===== src/rtl/arm_ctrl_pkg.sv =====
// Shared encodings for the ARM ID-stage decoder: opcodes, modes, ALU commands, condition codes.
// Also holds the registered control bundle, the single-op decode and condition evaluation.
package arm_ctrl_pkg;

    localparam logic [1:0] MODE_DP     = 2'b00;
    localparam logic [1:0] MODE_MEM    = 2'b01;
    localparam logic [1:0] MODE_BRANCH = 2'b10;
    localparam logic [1:0] MODE_BLOCK  = 2'b11;

    localparam logic [3:0] OP_AND = 4'b0000;
    localparam logic [3:0] OP_EOR = 4'b0001;
    localparam logic [3:0] OP_SUB = 4'b0010;
    localparam logic [3:0] OP_ADD = 4'b0100;
    localparam logic [3:0] OP_ADC = 4'b0101;
    localparam logic [3:0] OP_SBC = 4'b0110;
    localparam logic [3:0] OP_TST = 4'b1000;
    localparam logic [3:0] OP_CMP = 4'b1010;
    localparam logic [3:0] OP_ORR = 4'b1100;
    localparam logic [3:0] OP_MOV = 4'b1101;
    localparam logic [3:0] OP_MVN = 4'b1111;

    localparam logic [3:0] EXE_NOP = 4'b0000;
    localparam logic [3:0] EXE_MOV = 4'b0001;
    localparam logic [3:0] EXE_ADD = 4'b0010;
    localparam logic [3:0] EXE_ADC = 4'b0011;
    localparam logic [3:0] EXE_SUB = 4'b0100;
    localparam logic [3:0] EXE_SBC = 4'b0101;
    localparam logic [3:0] EXE_AND = 4'b0110;
    localparam logic [3:0] EXE_ORR = 4'b0111;
    localparam logic [3:0] EXE_EOR = 4'b1000;
    localparam logic [3:0] EXE_MVN = 4'b1001;

    localparam logic [3:0] COND_EQ = 4'b0000;
    localparam logic [3:0] COND_NE = 4'b0001;
    localparam logic [3:0] COND_CS = 4'b0010;
    localparam logic [3:0] COND_CC = 4'b0011;
    localparam logic [3:0] COND_MI = 4'b0100;
    localparam logic [3:0] COND_PL = 4'b0101;
    localparam logic [3:0] COND_VS = 4'b0110;
    localparam logic [3:0] COND_VC = 4'b0111;
    localparam logic [3:0] COND_HI = 4'b1000;
    localparam logic [3:0] COND_LS = 4'b1001;
    localparam logic [3:0] COND_GE = 4'b1010;
    localparam logic [3:0] COND_LT = 4'b1011;
    localparam logic [3:0] COND_GT = 4'b1100;
    localparam logic [3:0] COND_LE = 4'b1101;
    localparam logic [3:0] COND_AL = 4'b1110;

    typedef enum logic {ST_IDLE, ST_BLOCK} state_e;

    typedef struct packed {
        logic       vld;
        logic [3:0] exe_cmd;
        logic       s;
        logic       b;
        logic       mem_r;
        logic       mem_w;
        logic       wb;
        logic       last;
    } ctrl_t;

    // Single-micro-op decode; unknown encodings fall through as a valid NOP.
    function automatic ctrl_t decode_ctrl(input logic [3:0] op, input logic [1:0] mode, input logic s);
        ctrl_t c;
        c      = '0;
        c.vld  = 1'b1;
        c.last = 1'b1;
        case (mode)
            MODE_DP: begin
                c.s  = s;
                c.wb = 1'b1;
                case (op)
                    OP_MOV: c.exe_cmd = EXE_MOV;
                    OP_MVN: c.exe_cmd = EXE_MVN;
                    OP_ADD: c.exe_cmd = EXE_ADD;
                    OP_ADC: c.exe_cmd = EXE_ADC;
                    OP_SUB: c.exe_cmd = EXE_SUB;
                    OP_SBC: c.exe_cmd = EXE_SBC;
                    OP_AND: c.exe_cmd = EXE_AND;
                    OP_ORR: c.exe_cmd = EXE_ORR;
                    OP_EOR: c.exe_cmd = EXE_EOR;
                    OP_CMP: begin c.exe_cmd = EXE_SUB; c.wb = 1'b0; end
                    OP_TST: begin c.exe_cmd = EXE_AND; c.wb = 1'b0; end
                    default: begin c.s = 1'b0; c.wb = 1'b0; end
                endcase
            end
            MODE_BRANCH: c.b = 1'b1;
            default: begin
                if (op == OP_ADD) begin
                    c.exe_cmd = EXE_ADD;
                    c.mem_r   = s;
                    c.mem_w   = ~s;
                    c.wb      = s;
                end
            end
        endcase
        return c;
    endfunction

    // nzcv = {N, Z, C, V}; the reserved code 1111 is treated as always.
    function automatic logic cond_pass(input logic [3:0] cond, input logic [3:0] nzcv);
        logic n, z, c, v;
        {n, z, c, v} = nzcv;
        case (cond)
            COND_EQ: return z;
            COND_NE: return ~z;
            COND_CS: return c;
            COND_CC: return ~c;
            COND_MI: return n;
            COND_PL: return ~n;
            COND_VS: return v;
            COND_VC: return ~v;
            COND_HI: return c & ~z;
            COND_LS: return ~c | z;
            COND_GE: return n == v;
            COND_LT: return n != v;
            COND_GT: return ~z & (n == v);
            COND_LE: return z | (n != v);
            default: return 1'b1;
        endcase
    endfunction

endpackage


===== src/rtl/reg_list_pe.sv =====
// Lowest-set-bit priority encoder over a register list; purely combinational.
// idx is 0 when the list is empty; any_set flags a non-empty list.
module reg_list_pe #(
    parameter  int W     = 16,
    localparam int IDX_W = $clog2(W)
) (
    input  logic [W-1:0]     list,
    output logic [IDX_W-1:0] idx,
    output logic             any_set
);

    always_comb begin
        idx = '0;
        for (int i = W - 1; i >= 0; i--) begin
            if (list[i]) idx = IDX_W'(i);
        end
    end

    assign any_set = |list;

endmodule


===== src/rtl/arm_decode_sequencer.sv =====
// Registered ARM ID/EX decoder expanding LDM/STM into one micro-op per listed register; 1-cycle latency.
// in_ready drops during expansion, freeze or flush. Optional ARM_DECODE_COND_EXEC_EN adds cond/status_nzcv gating.
module arm_decode_sequencer
    import arm_ctrl_pkg::*;
#(
    parameter  int NUM_REGS  = 16,
    localparam int REG_IDX_W = $clog2(NUM_REGS)
) (
    input  logic                 clk,
    input  logic                 rst_n,
`ifdef ARM_DECODE_COND_EXEC_EN
    input  logic [3:0]           cond,
    input  logic [3:0]           status_nzcv,
`endif
    input  logic                 in_valid,
    output logic                 in_ready,
    input  logic [3:0]           op_code,
    input  logic [1:0]           mode,
    input  logic                 s,
    input  logic [NUM_REGS-1:0]  reg_list,
    input  logic                 freeze,
    input  logic                 flush,
    output logic                 out_valid,
    output logic [3:0]           exe_cmd,
    output logic                 s_out,
    output logic                 b,
    output logic                 mem_r_en,
    output logic                 mem_w_en,
    output logic                 wb_en,
    output logic [REG_IDX_W-1:0] uop_reg,
    output logic [REG_IDX_W+1:0] uop_offset,
    output logic                 uop_last
);

    state_e                state_q, state_d;
    logic [NUM_REGS-1:0]   rem_q, rem_d;
    ctrl_t                 ctrl_q, ctrl_d;
    logic [REG_IDX_W-1:0]  reg_q, reg_d;
    logic [REG_IDX_W-1:0]  ord_q, ord_d;

    logic [NUM_REGS-1:0]   sel_list, pe_rest;
    logic [REG_IDX_W-1:0]  pe_idx;
    logic                  pe_any;
    logic                  accept, cond_ok, is_block;
    ctrl_t                 dec;

    // One encoder serves both the incoming list and the latched remainder.
    assign sel_list = (state_q == ST_IDLE) ? reg_list : rem_q;
    assign pe_rest  = sel_list & (sel_list - NUM_REGS'(1));

    reg_list_pe #(.W(NUM_REGS)) u_pe (
        .list    (sel_list),
        .idx     (pe_idx),
        .any_set (pe_any)
    );

`ifdef ARM_DECODE_COND_EXEC_EN
    assign cond_ok = cond_pass(cond, status_nzcv);
`else
    assign cond_ok = 1'b1;
`endif

    assign in_ready = (state_q == ST_IDLE) & ~freeze & ~flush;
    assign accept   = in_valid & in_ready;
    assign is_block = (mode == MODE_BLOCK) & (op_code == OP_ADD);
    assign dec      = decode_ctrl(op_code, mode, s);

    always_comb begin
        state_d = state_q;
        rem_d   = rem_q;
        ctrl_d  = ctrl_q;
        reg_d   = reg_q;
        ord_d   = ord_q;
        if (flush) begin
            state_d = ST_IDLE;
            rem_d   = '0;
            ctrl_d  = '0;
            reg_d   = '0;
            ord_d   = '0;
        end else if (freeze) begin
            state_d = state_q;
        end else if (state_q == ST_BLOCK) begin
            // Block controls already sit in ctrl_q; only index, ordinal and last advance.
            reg_d       = pe_idx;
            ord_d       = ord_q + REG_IDX_W'(1);
            rem_d       = pe_rest;
            ctrl_d.last = (pe_rest == '0);
            if (pe_rest == '0) state_d = ST_IDLE;
        end else if (accept) begin
            ctrl_d = '0;
            ctrl_d.vld  = 1'b1;
            ctrl_d.last = 1'b1;
            reg_d  = '0;
            ord_d  = '0;
            if (cond_ok && !(is_block && !pe_any)) begin
                ctrl_d = dec;
                if (is_block) begin
                    reg_d       = pe_idx;
                    rem_d       = pe_rest;
                    ctrl_d.last = (pe_rest == '0);
                    if (pe_rest != '0) state_d = ST_BLOCK;
                end
            end
        end else begin
            ctrl_d = '0;
            reg_d  = '0;
            ord_d  = '0;
        end
    end

    always_ff @(posedge clk or negedge rst_n) begin
        if (!rst_n) begin
            state_q <= ST_IDLE;
            rem_q   <= '0;
            ctrl_q  <= '0;
            reg_q   <= '0;
            ord_q   <= '0;
        end else begin
            state_q <= state_d;
            rem_q   <= rem_d;
            ctrl_q  <= ctrl_d;
            reg_q   <= reg_d;
            ord_q   <= ord_d;
        end
    end

    assign out_valid  = ctrl_q.vld;
    assign exe_cmd    = ctrl_q.exe_cmd;
    assign s_out      = ctrl_q.s;
    assign b          = ctrl_q.b;
    assign mem_r_en   = ctrl_q.mem_r;
    assign mem_w_en   = ctrl_q.mem_w;
    assign wb_en      = ctrl_q.wb;
    assign uop_reg    = reg_q;
    assign uop_offset = {ord_q, 2'b00};
    assign uop_last   = ctrl_q.last;

endmodule


===== config.mk =====
export PLATFORM = sky130hd
export DESIGN_NAME = arm_decode_sequencer
export DESIGN_NICKNAME = d
export VERILOG_FILES = /design/src/rtl/arm_ctrl_pkg.sv /design/src/rtl/reg_list_pe.sv /design/src/rtl/arm_decode_sequencer.sv
export SDC_FILE = /design/constraint.sdc
export NUM_CORES = 1
export LEC_CHECK = 0
export ABC_AREA = 1
export CELL_PAD_IN_SITES_DETAIL_PLACEMENT = 1
export CELL_PAD_IN_SITES_GLOBAL_PLACEMENT = 1
export CORE_AREA = 8 8 78 87
export CTS_BUF_LIST = sky130_fd_sc_hd__clkbuf_4 sky130_fd_sc_hd__clkbuf_8
export DETAILED_ROUTE_END_ITERATION = 16
export DIE_AREA = 0 0 86 95
export DONT_BUFFER_PORTS = 1
export GPL_ROUTABILITY_DRIVEN = 0
export GPL_TIMING_DRIVEN = 1
export HOLD_SLACK_MARGIN = 0.1
export PLACE_DENSITY = 0.78
export SLEW_MARGIN = 20
export SYNTH_ARGS = -nofsm -noshare
export SYNTH_HDL_FRONTEND = slang
export SYNTH_HIERARCHICAL = 1
export SYNTH_SLANG_ARGS = --single-unit

===== constraint.sdc =====
create_clock -name clk -period 2.51 [get_ports clk]
set_input_delay 0.502 -clock clk [delete_from_list [all_inputs] [get_ports clk]]
set_output_delay 0.502 -clock clk [all_outputs]
set_load 0.02 [all_outputs]

==> summary.md, run 1 <==
| Metric | Value |
|---|---|
| Synth cell types | `30` |
| Crit. path cell count | `17` |
| Layout Nets | `402` |
| Setup crit start kind | `register` |
| EDFF count, synth | `0` |
| I/O Buffers | `0` |
| Sink Count | `35` |
| Flop2flop setup slack | `0.11 ns` |
| FF+latch count, synth | `35` |
| Yosys warning count | `6` |
| Top-count cell post-synth | `nand2_1` |
| Die W | `86 um` |
| Worst hold slack | `0.297 ns` |
| Layout area overhead | `14.3%` |
| CTS tree | `done` |
| Final Hold Viols | `0` |
| Routed WL | `7.66 mm` |
| CP Class | `register to register` |
| Critical-path top delay cell | `dfrtp_1` |
| Post-route ant nets | `0` |
| Min Tclk post-route | `2.40 ns` |
| CP max stage delay | `0.41 ns` |
| TritonCTS buffer count | `5` |
| Max H-tree Level | `2` |
| Syn Inst Count | `360` |
| Max cap viols | `0` |
| Clk slew on worst S/H paths | `0.07 ns` |
| Initial DRC count | `109` |
| Synth area leader | `dfrtp_1` |
| Core ar. | `0.00529 mm^2` |
| Syn Area/Cell | `6.42 um^2` |
| Vias in the first global route | `2560` |
| First-pass GRT wire length | `12.6 mm` |
| RSZ-0062 raised after global routing | `true` |
| Synthesized area | `0.00231 mm^2` |
| GR Util All Layers | `19.6%` |
| Drt wl/cell | `17.1 um` |
| Share of cells above drive strength 1 | `13.4%` |
| Remaining DRCs | `0` |
| Worst Reg-to-Reg Cells | `17` |
| Hold Path Class | `input port to register` |
| Pleak | `1.38 nW` |
| Drt first pass iters | `4` |
| Crit-path max FO | `13` |
| Crit path DAT | `2.58 ns` |
| Tcrit/Tclk final | `95.5%` |
| Vias | `2377` |
| CP Cell Sequence | `clkinv_4 > buf_12 > nand2_1 > nand2_1 > inv_1 > nand2_1 > nor3_1 > inv_1 > nor2_1 > nand2_1 > inv_1 > nor3_2 > a21oi_1 > inv_1 > nand2_2 > inv_2 > a22o_1` |
| Die Area | `0.00817 mm^2` |
| Max Slew Vio Count | `0` |
| Die H | `95 um` |
| Setup-failing EPs final | `0` |
| CP bufs+invs | `7` |
| Setup_tns | `0 ns` |
| Worst vdd ir | `0.000352 V` |
| Synth top area cells | `dfrtp_1 38%, nand2_1 22%, inv_1 7.5%` |
| Max reg flops | `15` |
| Main synth FF type | `dfrtp_1` |
| Initial antenna violation count | `0` |
| Post-synth top cells | `133 x nand2_1, 46 x inv_1, 38 x nor2_1` |
| Grt ovf | `0` |
| Initial core utilization | `43.7%` |
| Data required time at the worst endpoint | `2.69 ns` |
| Crit. End Element | `register` |
| I/O pins | `50` |
| CP delay by family, top | `buffers and inverters` |
| Vias per std cell | `5.29` |
| Most flops, register | `rem_q` |
| Worst skew pair latency | `0.29 ns` |
| Core Util, Final | `50.0%` |
| Clock skew | `0.00567 ns` |
| Status | `completed` |
| Async set-reset flop share out of synthesis | `100%` |
| Std-Cell Rows | `28` |
| Clock buffer depth | `2` |
| Top cell type's share of synthesized area | `37.9%` |
| Cell area power density | `554 mW/mm^2` |
| Seq/Total Area, Yosys | `37.9%` |
| Worst Hold Path Cells | `1` |
| Highest clock rate | `0.417 GHz` |
| Antenna diodes | `0` |
| HPWL Detailed | `6.03 mm` |
| Largest net degree at the start of global routing | `36` |
| Root buffer cell | `clkbuf_8` |
[power breakdown]
part	leakage (nW)	internal, mW	switching, mW	total, mW
logic	0.848	0.111	0.245	0.357
registers	0.478	0.597	0.0388	0.636
clock network	0.0549	0.261	0.211	0.472
total	1.38	0.970	0.495	1.46
[cell families after synthesis]
family                   count (synthesis)  synth area share (%)
AO/OA/AOI/OAI                           53                  13.7
adder cells (fa/ha/maj)                  1                 0.541
buffers and inverters                   62                  11.0
flip-flops                              35                  37.9
other                                    1                 0.162
AND/OR/NAND/NOR                        208                  36.7
[metrics by stage]
| step | power, mW | instance area, um^2 | setup slack, ns | instances |
|---|---|---|---|---|
| global placement | 0.956 | 2440 | 0.0936 | 437 |
| finish | 1.46 | 2640 | 0.113 | 449 |
| floorplan | 0.874 | 2320 | 0.304 | 361 |
| CTS | 1.46 | 2580 | 0.0398 | 447 |
| global route | 1.54 | 2640 | -0.0995 | 449 |
| detailed placement | 0.968 | 2440 | 0.0134 | 437 |
[worst paths after layout]
check	end	startpoint
worst max-delay path	uop_reg[2]$_DFFE_PN0P_	state_q$_DFFE_PN0P_
worst min-delay path	b$_DFFE_PN0P_	mode[0]
worst max register to register	uop_reg[2]$_DFFE_PN0P_	state_q$_DFFE_PN0P_
worst min register to register	rem_q[10]$_DFFE_PN0P_	rem_q[10]$_DFFE_PN0P_
max in group asynchronous	uop_last$_DFFE_PN0P_	rst_n
min in group asynchronous	exe_cmd[3]$_DFFE_PN0P_	rst_n
[final cells by class]
| cell class | count | area (um^2) |
|---|---|---|
| fill | 742 | 2650 |
| timing repair buffer | 13 | 129 |
| tap | 75 | 93.8 |
| inverter | 54 | 208 |
| multi-input combinational | 264 | 1230 |
| sequential | 35 | 876 |
| clock buffer | 8 | 104 |
[per-layer routing]
layer	wire length, um	global-route usage, %	vias to the layer above
met5	0	0	-
met2	4090	36.8	72
met1	2860	20.3	1139
li1	-	-	1153
met3	597	6.17	13
met4	125	6.14	0
[cell usage in the layout, fill, tap and decap left out, types with 2 or more instances in the layout]
cell type    n
nand3_1     15
nand2_2      8
nand4_1      2
o211ai_1     2
inv_2        8
nor3_1       3
conb_1       2
clkbuf_8     7
inv_1       44
a21oi_1     11
buf_12       2
buf_4        9
o31ai_1      2
o21ai_1      4
nor2_1      36
o21ai_0     21
nand2_1    131
o22ai_1      4
a22o_1       5
nor2_2       7
dfrtp_1     35
[repair_timing]
item | in CTS | in global routing
gates resized for setup | 1 | 15
buffers inserted | 0 | 2
cloned | 0 | 0
endpoints found under the setup margin | 7 | 21
pin swaps | 0 | 2
hold buffers | 2 | 0
hold endpoints to repair | 35 | 0
Power figures use the tool's default switching activity.
==> run 2: changes to the inputs <==
- CORE_AREA: 8 8 78 87 -> 8 8 93 104
- DIE_AREA: 0 0 86 95 -> 0 0 101 112
- DONT_BUFFER_PORTS: 1 -> default
- GPL_TIMING_DRIVEN: 1 -> 0
- PLACE_DENSITY: 0.78 -> 0.67
==> summary.md, run 2 (same netlist as run 1, synthesis figures left out) <==
| Metric | Value |
|---|---|
| Status | `completed (unchanged)` |
| Max reg flops | `15 (unchanged)` |
| WL met1 | `3.46 mm (was 2.86 mm)` |
| Crit path from | `flush (was state_q$_DFFE_PN0P_)` |
| Initial DRC count | `81 (was 109)` |
| Clk slew on worst S/H paths | `0.08 ns (was 0.07 ns)` |
| Met3 wire len | `280 um (was 597 um)` |
| Post-route ant nets | `0 (unchanged)` |
| TritonCTS buffer count | `5 (unchanged)` |
| Worst r2r src | `state_q$_DFFE_PN0P_ (unchanged)` |
| I/O Buffers | `47 (was 0)` |
| Worst slew pin tran | `0.643 ns` |
| Cell area power density | `483 mW/mm^2 (was 554 mW/mm^2)` |
| CP bufs+invs | `3 (was 7)` |
| Sink Count | `35 (unchanged)` |
| I/O pins | `50 (unchanged)` |
| WL met2 | `4.11 mm (was 4.09 mm)` |
| Std-Cell Rows | `35 (was 28)` |
| Crit path DAT | `1.93 ns (was 2.58 ns)` |
| RSZ-0062 raised after global routing | `false (was true)` |
| CP max stage delay | `0.64 ns (was 0.41 ns)` |
| Top Layer Used | `met4 (unchanged)` |
| Most flops, register | `rem_q (unchanged)` |
| Data required time at the worst endpoint | `2.01 ns (was 2.69 ns)` |
| Die Area | `0.0113 mm^2 (was 0.00817 mm^2)` |
| Setup crit start kind | `input port (was register)` |
| Max Slew Vio Count | `0 (unchanged)` |
| Share of cells above drive strength 1 | `15.1% (was 13.4%)` |
| Root buffer cell | `clkbuf_8 (unchanged)` |
| Core ar. | `0.00806 mm^2 (was 0.00529 mm^2)` |
| Setup-failing EPs final | `0 (unchanged)` |
| Max cap viols | `0 (unchanged)` |
| Antenna diodes | `0 (unchanged)` |
| CTS tree | `done (unchanged)` |
| Most common cell after layout, fill and taps aside | `nand2_1 (unchanged)` |
| Setup_tns | `0 ns (unchanged)` |
| CP Class | `input port to primary output (was register to register)` |
| Layout Nets | `453 (was 402)` |
| Grt ovf | `0 (unchanged)` |
| Commonest cells after routing, fill and taps aside | `126 x nand2_1, 46 x clkdlybuf4s50_1, 41 x inv_1 (was 131 x nand2_1, 44 x inv_1, 36 x nor2_1)` |
| Vias in the first global route | `2690 (was 2560)` |
| CP delay by family, top | `buffers and inverters (unchanged)` |
| Largest net degree at the start of global routing | `26 (was 36)` |
| Initial antenna violation count | `0 (unchanged)` |
| Remaining DRCs | `0 (unchanged)` |
| First-pass GRT wire length | `13.2 mm (was 12.6 mm)` |
| Overall Power | `1.56 mW (was 1.46 mW)` |
| Drt first pass iters | `4 (unchanged)` |
| Min Tclk post-route | `2.43 ns (was 2.40 ns)` |
| Crit. End Element | `primary output (was register)` |
| Drt wl/cell | `14.8 um (was 17.1 um)` |
| Area after DPL | `0.00294 mm^2 (was 0.00244 mm^2)` |
| Tcrit/Tclk final | `96.9% (was 95.5%)` |
| Routed WL | `7.94 mm (was 7.66 mm)` |
| Worst vdd ir | `0.000220 V (was 0.000352 V)` |
| Highest clock rate | `0.411 GHz (was 0.417 GHz)` |
| Pleak | `1.58 nW (was 1.38 nW)` |
| # hold bufs at CTS | `0 (was 2)` |
| Post-route design area | `0.00323 mm^2 (was 0.00264 mm^2)` |
| Flop2flop setup slack | `0.17 ns (was 0.11 ns)` |
| Clock skew | `0.00694 ns (was 0.00567 ns)` |
| Hold Path Class | `input port to async pin (was input port to register)` |
| Max H-tree Level | `2 (unchanged)` |
| Initial core utilization | `28.7% (was 43.7%)` |
| CP Cell Sequence | `clkdlybuf4s50_1 > nor2_1 > inv_1 > nor2_1 > clkdlybuf4s50_1 (was clkinv_4 > buf_12 > nand2_1 > nand2_1 > inv_1 > nand2_1 > nor3_1 > inv_1 > nor2_1 > nand2_1 > inv_1 > nor3_2 > a21oi_1 > inv_1 > nand2_2 > inv_2 > a22o_1)` |
| Critical-path top delay cell | `clkdlybuf4s50_1 (was dfrtp_1)` |
| Vias per std cell | `4.57 (was 5.29)` |
| Final Hold Viols | `0 (unchanged)` |
| Worst slew margin | `57.0%` |
| Die W | `101 um (was 86 um)` |
| Crit-path max FO | `4 (was 13)` |
| Vias | `2450 (was 2377)` |
| Worst skew pair latency | `0.29 ns (about the same)` |
| Clock buffer depth | `2 (unchanged)` |
| HPWL Detailed | `6.25 mm (was 6.03 mm)` |
| GR Util All Layers | `14.6% (was 19.6%)` |
| Layout area overhead | `39.5% (was 14.3%)` |
| Die H | `112 um (was 95 um)` |
run 2: cell count changes in the layout (fill, tap and decap cells not counted), moves of 3 or more:
cell             previous run  this run
nand2_4                     1         4
nand2_1                   131       126
inv_1                      44        41
clkdlybuf4s50_1             0        46
run 2: metrics by stage:
step / hold WS, ns / worst slack [ns] / instances / utilization, %
CTS: 0.105 / 0.00355 / 530 / 38.4
detailed placement: 0.424 / -0.517 / 520 / 36.5
global route: 0.111 / 0.00423 / 536 / 40.0
floorplan: 0.206 / 0.304 / 361 / -
global placement: 0.469 / -0.486 / 519 / 36.3
finish: 0.102 / 0.0778 / 536 / 40.0
run 2: final timing paths:
check,to,cells after the start
max in group asynchronous,state_q$_DFFE_PN0P_,2
min in group clk,rem_q[12]$_DFFE_PN0P_,2
setup reg to reg,rem_q[4]$_DFFE_PN0P_,15
setup / recovery,in_ready,5
hold / removal,uop_reg[0]$_DFFE_PN0P_,1
hold reg to reg,rem_q[12]$_DFFE_PN0P_,2
run 2: what timing repair did:
action	CTS	global route
setup endpoints to repair	21	21
setup buffers	2	6
pin swaps	1	9
resized for setup	11	28
run 2: worst reg2reg max path, cell delays in order (launching register included):
cell and delay [ns]:
dfrtp_2 0.46, inv_4 0.08, buf_12 0.15, nand2_1 0.07, nand2_2 0.08, inv_2 0.07
nand4_1 0.16, nor4_4 0.28, nand2_1 0.10, inv_2 0.07, nor3_2 0.05, a21oi_1 0.18
inv_2 0.08, nand2_4 0.10, clkinvlp_4 0.18, o21ai_1 0.17
run 2: where the power goes:
group	switching (mW)	internal, mW
Sequential	0.0227	0.597
Clock	0.227	0.250
Combinational	0.280	0.181
Total	0.530	1.03
run 2: cell type report:
| cell class | count | area (um^2) |
|---|---|---|
| Fill cell | 1077 | 4830 |
| Clock inverter | 1 | 7.51 |
| Multi-Input combinational cell | 264 | 1260 |
| Tap cell | 111 | 139 |
| Clock buffer | 7 | 96.3 |
| Inverter | 54 | 209 |
| Sequential cell | 35 | 877 |
| Buffer | 8 | 87.6 |
| Timing Repair Buffer | 56 | 546 |
run 2: routing by layer:
layer	GRT usage [%]	up-vias
met5	0	-
met4	4.38	0
met3	2.75	6
met2	26.7	33
met1	16.5	1156
li1	-	1255
==> run 3: changes to the inputs <==
- DONT_BUFFER_PORTS: default -> 1
- PLACE_DENSITY: 0.67 -> 0.56
- SKIP_CTS_REPAIR_TIMING: default -> 1
==> summary.md, run 3 (same netlist as run 1, synthesis figures left out) <==
| Metric | Value |
|---|---|
| Worst skew pair latency | `0.29 ns (about the same)` |
| Root buffer cell | `clkbuf_8 (unchanged)` |
| Setup-failing EPs final | `0 (unchanged)` |
| Clk slew on worst S/H paths | `0.08 ns (about the same)` |
| Worst slew margin | `56.7% (was 57.0%)` |
| Worst slew pin tran | `0.647 ns (was 0.643 ns)` |
| Die Area | `0.0113 mm^2 (unchanged)` |
| Dpl cells | `472 (was 520)` |
| Setup crit start kind | `register (was input port)` |
| Vias | `2324 (was 2450)` |
| Routed WL | `7.83 mm (was 7.94 mm)` |
| Share of cells above drive strength 1 | `18.2% (was 15.1%)` |
| Antenna diodes | `0 (unchanged)` |
| HPWL Detailed | `6.14 mm (was 6.25 mm)` |
| Post-route ant nets | `0 (unchanged)` |
| Tcrit/Tclk final | `95.7% (was 96.9%)` |
| Sink Count | `35 (unchanged)` |
| GR Util All Layers | `14.2% (was 14.6%)` |
| Final Hold Viols | `0 (unchanged)` |
| Min Tclk post-route | `2.40 ns (was 2.43 ns)` |
| Max reg flops | `15 (unchanged)` |
| Crit-path max FO | `10 (was 4)` |
| Data required time at the worst endpoint | `2.71 ns (was 2.01 ns)` |
| Max H-tree Level | `2 (unchanged)` |
| Hold Path Class | `input port to register (was input port to async pin)` |
| Crit path to | `rem_q[2]$_DFFE_PN0P_ (was in_ready)` |
| Worst r2r src | `state_q$_DFFE_PN0P_ (unchanged)` |
| PnR worst setup slack | `0.108 ns (was 0.0778 ns)` |
| Post-route design area | `0.00284 mm^2 (was 0.00323 mm^2)` |
| Clock skew | `0.00481 ns (was 0.00694 ns)` |
| Core ar. | `0.00806 mm^2 (unchanged)` |
| RSZ-0062 raised after global routing | `true (was false)` |
| Cell area power density | `551 mW/mm^2 (was 483 mW/mm^2)` |
| Layout Nets | `412 (was 453)` |
| Final std cells w/o fill | `495 (was 536)` |
| Highest clock rate | `0.416 GHz (was 0.411 GHz)` |
| Crit. End Element | `register (was primary output)` |
| Most common cell after layout, fill and taps aside | `nand2_1 (unchanged)` |
| Initial core utilization | `28.7% (unchanged)` |
| Overall Power | `1.56 mW (about the same)` |
| Status | `completed (unchanged)` |
| Die W | `101 um (unchanged)` |
| CP Class | `register to register (was input port to primary output)` |
| Layout area overhead | `22.7% (was 39.5%)` |
| Worst Reg-to-Reg Cells | `13 (was 15)` |
| Flop2flop setup slack | `0.11 ns (was 0.17 ns)` |
| FF-to-FF End | `rem_q[2]$_DFFE_PN0P_ (was rem_q[4]$_DFFE_PN0P_)` |
| Max cap viols | `0 (unchanged)` |
| Vias per std cell | `4.69 (was 4.57)` |
| Most flops, register | `rem_q (unchanged)` |
| Pleak | `1.44 nW (was 1.58 nW)` |
| Initial antenna violation count | `0 (unchanged)` |
| Grt ovf | `0 (unchanged)` |
| Crit path from | `state_q$_DFFE_PN0P_ (was flush)` |
| Max Slew Vio Count | `0 (unchanged)` |
| CTS tree | `done (unchanged)` |
| Crit path DAT | `2.60 ns (was 1.93 ns)` |
| Area after DPL | `0.00245 mm^2 (was 0.00294 mm^2)` |
| Commonest cells after routing, fill and taps aside | `126 x nand2_1, 41 x inv_1, 38 x nor2_1 (was 126 x nand2_1, 46 x clkdlybuf4s50_1, 41 x inv_1)` |
| Largest net degree at the start of global routing | `36 (was 26)` |
| Remaining DRCs | `0 (unchanged)` |
| Hold Startpoint | `s` |
| Std-Cell Rows | `35 (unchanged)` |
| Worst vdd ir | `0.000208 V (was 0.000220 V)` |
| I/O pins | `50 (unchanged)` |
| Initial DRC count | `37 (was 81)` |
| Clock buffer depth | `2 (unchanged)` |
| Vias in the first global route | `2414 (was 2690)` |
| TritonCTS buffer count | `5 (unchanged)` |
| Drt wl/cell | `15.8 um (was 14.8 um)` |
| First-pass GRT wire length | `12.5 mm (was 13.2 mm)` |
| Place WS | `-0.490 ns (was -0.517 ns)` |
| I/O Buffers | `0 (was 47)` |
| Drt first pass iters | `4 (unchanged)` |
| Die H | `112 um (unchanged)` |
## run 3: changes by cell type in the layout (fill, tap and decap cells not counted), moves of 2 or more
cell / previous run / this run
o22ai_1: 3 / 1
o22ai_2: 1 / 3
o21ai_0: 19 / 21
buf_4: 10 / 15
clkdlybuf4s50_1: 46 / 0
o21ai_1: 6 / 4
## run 3: final cells by class
cell class	instances	area, um^2
Inverter	54	211
Fill cell	1062	5220
Timing Repair Buffer	15	128
Clock inverter	2	35.0
Clock buffer	6	82.6
Multi-Input combinational cell	264	1280
Tap cell	111	139
Sequential cell	35	877
Buffer	8	87.6
## run 3: per-stage QoR
stage	hold WS [ns]	utilization (%)	TNS, ns
after floorplan	0.206	-	0
after global placement	0.208	30.5	-8.03
after detailed placement	0.208	30.5	-8.95
after CTS	-0.112	31.9	-9.34
after global routing	0.287	35.2	-0.671
final	0.304	35.2	0
## run 3: worst min path at each step
stage,depth (start not counted),slack (ns),endpoint
floorplan,0,0.21,b$_DFFE_PN0P_
detailed placement,0,0.21,s_out$_DFFE_PN0P_
global route,1,0.29,mem_w_en$_DFFE_PN0P_
global placement,0,0.21,s_out$_DFFE_PN0P_
CTS,0,-0.11,rem_q[8]$_DFFE_PN0P_
finish,1,0.30,mem_w_en$_DFFE_PN0P_
## run 3: routing by layer
layer | global-route usage [%] | wire (um) | share of wire (%) | vias up
met4 | 3.28 | 101 | 1.3 | 0
met1 | 15.1 | 3080 | 39 | 1115
met2 | 26.5 | 4280 | 55 | 32
li1 | - | - | - | 1167
met5 | 0 | 0 | 0 | -
met3 | 3.93 | 366 | 4.7 | 10
## run 3: worst max-delay path, cell delays in order (launching register included)
cell        delay, ns
dfrtp_2          0.47
inv_4            0.11
buf_8            0.14
o21ai_0          0.16
or2_1            0.31
nor4_4           0.20
nand2_1          0.12
inv_2            0.07
nor3_2           0.05
a21oi_2          0.14
inv_2            0.07
nand2_4          0.10
clkinvlp_4       0.20
o32ai_2          0.16
## run 3: power by group
part | switching (mW) | internal, mW
logic | 0.250 | 0.134
clock network | 0.220 | 0.322
registers | 0.0398 | 0.597
